<file path="src/rtl/rr_grant_arbiter.sv">
// rtl/rr_grant_arbiter.sv - registered round-robin arbiter with one-hot grant held until release
// Optional hold-timeout revocation is built when RR_ARB_TIMEOUT_EN is defined.
module rr_grant_arbiter #(
  parameter int N        = 4,
  parameter int IDW      = 2,
  parameter int MAX_HOLD = 16
) (
  input  logic           clk,
  input  logic           rst_n,
  input  logic [N-1:0]   req,
  output logic           any_req,
  output logic [N-1:0]   gnt,
  output logic           gnt_valid,
  output logic [IDW-1:0] gnt_id,
  output logic           timeout
);

  typedef enum logic {IDLE, GRANT} state_t;

  localparam logic [N-1:0] ONE = {{(N-1){1'b0}}, 1'b1};

  state_t         state;
  logic [IDW-1:0] ptr;
  logic           found;
  logic [IDW-1:0] win;
  logic [IDW:0]   idx;
  logic           expire;
  logic           keep;

  assign any_req = |req;

  // Search ptr+1 .. ptr (mod N); the previous winner is visited last.
  always_comb begin
    found = 1'b0;
    win   = '0;
    idx   = '0;
    for (int k = 1; k <= N; k++) begin
      idx = {1'b0, ptr} + (IDW + 1)'(k);
      if (idx >= (IDW + 1)'(N)) idx = idx - (IDW + 1)'(N);
      if (!found && req[idx[IDW-1:0]]) begin
        found = 1'b1;
        win   = idx[IDW-1:0];
      end
    end
  end

  assign keep = (state == GRANT) && req[gnt_id] && !expire;

`ifdef RR_ARB_TIMEOUT_EN
  logic [7:0] hold_cnt;
  logic       timeout_q;

  assign expire  = (hold_cnt == 8'(MAX_HOLD));
  assign timeout = timeout_q;

  always_ff @(posedge clk or negedge rst_n) begin
    if (!rst_n) begin
      hold_cnt  <= '0;
      timeout_q <= 1'b0;
    end else begin
      timeout_q <= (state == GRANT) && req[gnt_id] && expire;
      if (keep)
        hold_cnt <= hold_cnt + 8'd1;
      else if (found)
        hold_cnt <= '0;
    end
  end
`else
  // Grants never expire in this build; MAX_HOLD is always at least 1.
  assign expire  = (MAX_HOLD == 0);
  assign timeout = 1'b0;
`endif

  always_ff @(posedge clk or negedge rst_n) begin
    if (!rst_n) begin
      state     <= IDLE;
      ptr       <= IDW'(N - 1);
      gnt       <= '0;
      gnt_valid <= 1'b0;
      gnt_id    <= '0;
    end else if (keep) begin
      state <= GRANT;
    end else if (found) begin
      state     <= GRANT;
      ptr       <= win;
      gnt       <= ONE << win;
      gnt_valid <= 1'b1;
      gnt_id    <= win;
    end else begin
      state     <= IDLE;
      gnt       <= '0;
      gnt_valid <= 1'b0;
    end
  end

endmodule

</file>
<file path="config.mk">
export PLATFORM = sky130hd
export DESIGN_NAME = rr_grant_arbiter
export DESIGN_NICKNAME = d
export VERILOG_FILES = /design/src/rtl/rr_grant_arbiter.sv
export SDC_FILE = /design/constraint.sdc
export NUM_CORES = 1
export LEC_CHECK = 0
export ABC_AREA = 1
export BUFFER_PORTS_ARGS = -buffer_cell sky130_fd_sc_hd__buf_2
export CAP_MARGIN = 25
export CORE_MARGIN = 2
export CORE_UTILIZATION = 56
export CTS_CLUSTER_DIAMETER = 30
export DETAILED_ROUTE_END_ITERATION = 12
export PLACE_DENSITY = 0.8
export SLEW_MARGIN = 10
export SYNTH_ARGS = -nofsm -noshare
export SYNTH_HDL_FRONTEND = slang
export SYNTH_SLANG_ARGS = --single-unit
</file>
<file path="constraint.sdc">
create_clock -name clk -period 4.9 [get_ports clk]
set_clock_uncertainty 0.1 [all_clocks]
set_input_delay 0.98 -clock clk [delete_from_list [all_inputs] [get_ports clk]]
set_output_delay 0.98 -clock clk [all_outputs]
set_load 0.1 [all_outputs]
</file>
== Word level (Yosys, flattened, before mapping) ==
Index checks and enable logic that the tools add are counted.

* Flip-flop bits (word level): 10
* Input bits: 6
* Output and inout bits: 9
* Word-level logic and storage cells: 58

* $add $sub $neg: 8
* Magnitude comparators: 9
* Shift operators: 1
* Mux-type cells: 25
* Bitwise gates (word level): 1
* Reductions and logical operators: 9

{| class="wikitable"
|+ Operators with widths
! kind !! number
|-
| $mux 2 || 8
|-
| $lt 2x3->1 const B || 5
|-
| $ge 3x3->1 const B || 4
|-
| $mux 1 || 11
|-
| $bmux 1 s2 || 5
|-
| $sub 2x1->2 const B || 4
|-
| $add 2x2->3 const B || 2
|-
| $logic_and 1x1->1 || 4
|-
| $mux 4 || 1
|-
| $reduce_or 4->1 || 1
|-
| $shl 1x2->4 const A || 1
|-
| $add 2x1->3 const B || 1
|-
| $add 2x3->3 const B || 1
|-
| $logic_not 1->1 || 3
|-
| $reduce_and 2->1 || 1
|-
| $not 1->1 || 1
|}

== Depth between registers and ports, before layout ==
* Depth after elaboration: 17
* Mapped depth: 12
* Mapped depth without buffers: 11

== Least setup slack after synthesis ==
No wires, ideal clock.

* Kind: input to output
* Start point: input req[0]
* End point: output any_req
* Data arrival time: 1.985 ns
* Setup slack: 1.835 ns
* Stages: 2
* Cells stage by stage: inv_1 nand4_1

* Cells in the longest elaborated chain, start to end: 1

{| class="wikitable"
|+ RTL lines
! what !! RTL line !! source
|-
| start: declaration || 10 || <nowiki>input logic [N-1:0] req,</nowiki>
|-
| $reduce_or 4->1 || 30 || <nowiki>assign any_req = |req;</nowiki>
|-
| end: declaration || 11 || <nowiki>output logic any_req,</nowiki>
|}

Every way passes these cells.

== Worst setup path after layout ==
* Start point: input req[2]
* End point: output any_req

The elaborated chain is that of the path after synthesis.

==> metrics.md <==
| Metric | Value |
|---|---|
| Status | finished clean |
| Slew Limit Fails | 0 |
| Slowest CP cell | buf_2 |
| Via density | 5.08 |
| Final setup fails | 0 |
| Root buffer cell | clkbuf_4 |
| Adder-cell area share of the yosys netlist | 0% |
| # DRC | 0 |
| Asr flop ratio synth | 100% |
| CTS tree | built |
| Fmax | 359 MHz |
| Most used DFF post-synth | dfrtp_1 |
| Initial antenna violation count | 0 |
| WHS | 0.382 ns |
| Fill cells | 116 |
| WS Path Type | input port to output port |
| Post-synthesis simple-gate area fraction | 47.4% |
| Post-CTS Setup Bufs | 0 |
| IO Port Bufs | 13 |
| Top area cells in the synthesized netlist | dfrtp_1 26%, nand2_1 19%, nand2_2 8.2% |
| Pre-antenna DRT Iters | 4 |
| Setup TNS | 0 ns |
| Sequential share of the synthesized area | 33.1% |
| Ys Warns | 0 |
| GR Util All Layers | 22.5% |
| Crit-path cells | buf_2 -> inv_2 -> nand4_1 -> buf_2 |
| XOR/XNOR share of the synthesized area | 0% |
| Congestion Overflow GR | 0 |
| Maximum capacitance violations | 0 |
| Cell count after synthesis | 107 |
| H-tree Lvls | 1 |
| Most frequent cell after synthesis | nand2_1 |
| CP startpoint kind | input port |
| Initial DRC count | 22 |
| TritonCTS Buffers | 3 |
| Antenna diodes | 0 |
| Area grow syn2layout | 11.5% |
| Main combinational cell family by area after synthesis | simple AND/OR/NAND/NOR gates |
| # rows | 13 |
| Min Tclk post-route | 2.79 ns |
| RD Place Congestion | 0.864 |
| Critical Path AT | 1.71 ns |
| Die Ht | 40.9 microns |
| Synth top cells by count | 39 x nand2_1, 11 x nand3_1, 10 x nand2_2 |
| Synth unique cells | 21 |
| Most used cell, CP | buf_2 |
| Layout cells sized above 1 | 36.4% |
| Worst hold path stage count | 2 |
| Hold-fix buffers at CTS | 0 |
| Hold Fails Final Rpt | 0 |
| Final wirelength | 1440 microns |
| Mux cell area share after synthesis | 0% |
| CP Capture Type | output port |
| Syn avg cell area | 7.13 sq um |
| Data required time of the worst path | 3.82 ns |
| Post-DP HPWL | 1180 microns |
| Core area | 0.00128 sq mm |
| Vias in the first global route | 597 |
| Clk_lat worst skew | 0.26 ns |
| Compound-Gate Fraction of Synth Area | 9.51% |
| Worst Path Max Fanout | 3 |
| Initial core utilization | 59.4% |
| Routed WL per cell | 10.6 microns |
| First-pass GRT wire length | 2420 microns |
| Post-synth EDFFs | 0 |
| Antenna-violating nets left | 0 |
| Hold WC Path Type | register to register |
| Vias | 691 |
| Die width | 40.9 microns |
| PostCTS Resize Cnt | 0 |
| Synth Cell Area | 763 sq um |
| Synthesis-stage register bit count | 10 |
| Util after Layout | 66.2% |
| Period utilisation layout | 56.8% |
| Clock sink count | 10 |
| Fin nets | 129 |
| Cell taking the most area after synthesis | dfrtp_1 |
| RSZ-0062 raised after global routing | false |
| Clk slew on worst S/H paths | 0.06 ns |
| Mapped Nets | 113 |
| Reg2Reg Depth | 11 |
| Maximum number of pins on one net before global-route repair | 11 |
| CTS Buffer Depth | 2 |
| Die ar. | 0.00167 sq mm |
| Ports | 15 |
| Max incr delay on CP | 0.44 ns |
| Yosys top cell area share | 26.2% |
worst max-delay path, delay by kind of cell:
family / cells / cell delay, ns
buffers and inverters: 3 / 0.62
AND/OR/NAND/NOR: 1 / 0.11
stage by stage:
step	instances	worst slack [ns]	area [sq um]
6_report	136	2.11	851
5_1_grt	136	2.09	851
4_1_cts	136	2.12	851
3_5_place_dp	133	2.12	828
3_3_place_gp	133	2.14	828
2_1_floorplan	107	1.84	763
routing by layer:
layer / wire [microns] / GRT usage, % / up-vias
met1: 652 / 27.6 / 306
li1: - / - / 366
met2: 707 / 38.3 / 19
met5: 0 / 0 / -
met3: 81 / 8.15 / 0
met4: 0 / 2.50 / 0
layout by cell type (no fill, tap or decap), drive strengths merged:
master   n
nand4    2
buf     13
clkbuf   3
nand2   54
dfstp    2
dfrtp    8
a21boi   1
conb     1
nor2     3
o21bai   2
o21ai    5
nand3   12
inv     13
a21oi    2
cells by family after synthesis:
family / after synthesis
AND/OR/NAND/NOR: 71
buffers and inverters: 15
AO/OA/AOI/OAI: 10
flip-flops: 10
other: 1
registers in the layout, indices dropped and copies added (netlist names):
register and count:
gnt 4, gnt_id 2, gnt_valid 1, ptr 2, state 1
worst paths after layout:
kind | from | slack [ns] | endpoint
setup / recovery | req[2] | 2.11 | any_req
hold / removal | gnt[1] | 0.38 | gnt[1]
max in group asynchronous | rst_n | 3.98 | ptr[1]
hold reg to reg | gnt[1] | 0.38 | gnt[1]
min in group asynchronous | rst_n | 0.47 | gnt[2]
setup reg to reg | ptr[0] | 3.18 | gnt[0]
layout make-up:
cell class / count / area (sq um) / area share, %
timing repair buffer: 13 / 65.1 / 7.65
inverter: 13 / 53.8 / 6.32
clock buffer: 3 / 22.5 / 2.65
multi-input combinational: 82 / 438 / 51.5
tap: 15 / 18.8 / 2.21
sequential: 10 / 253 / 29.7
Power is not shown: default switching activity piles up to over one toggle a cycle in this logic, so the estimate is an artifact.
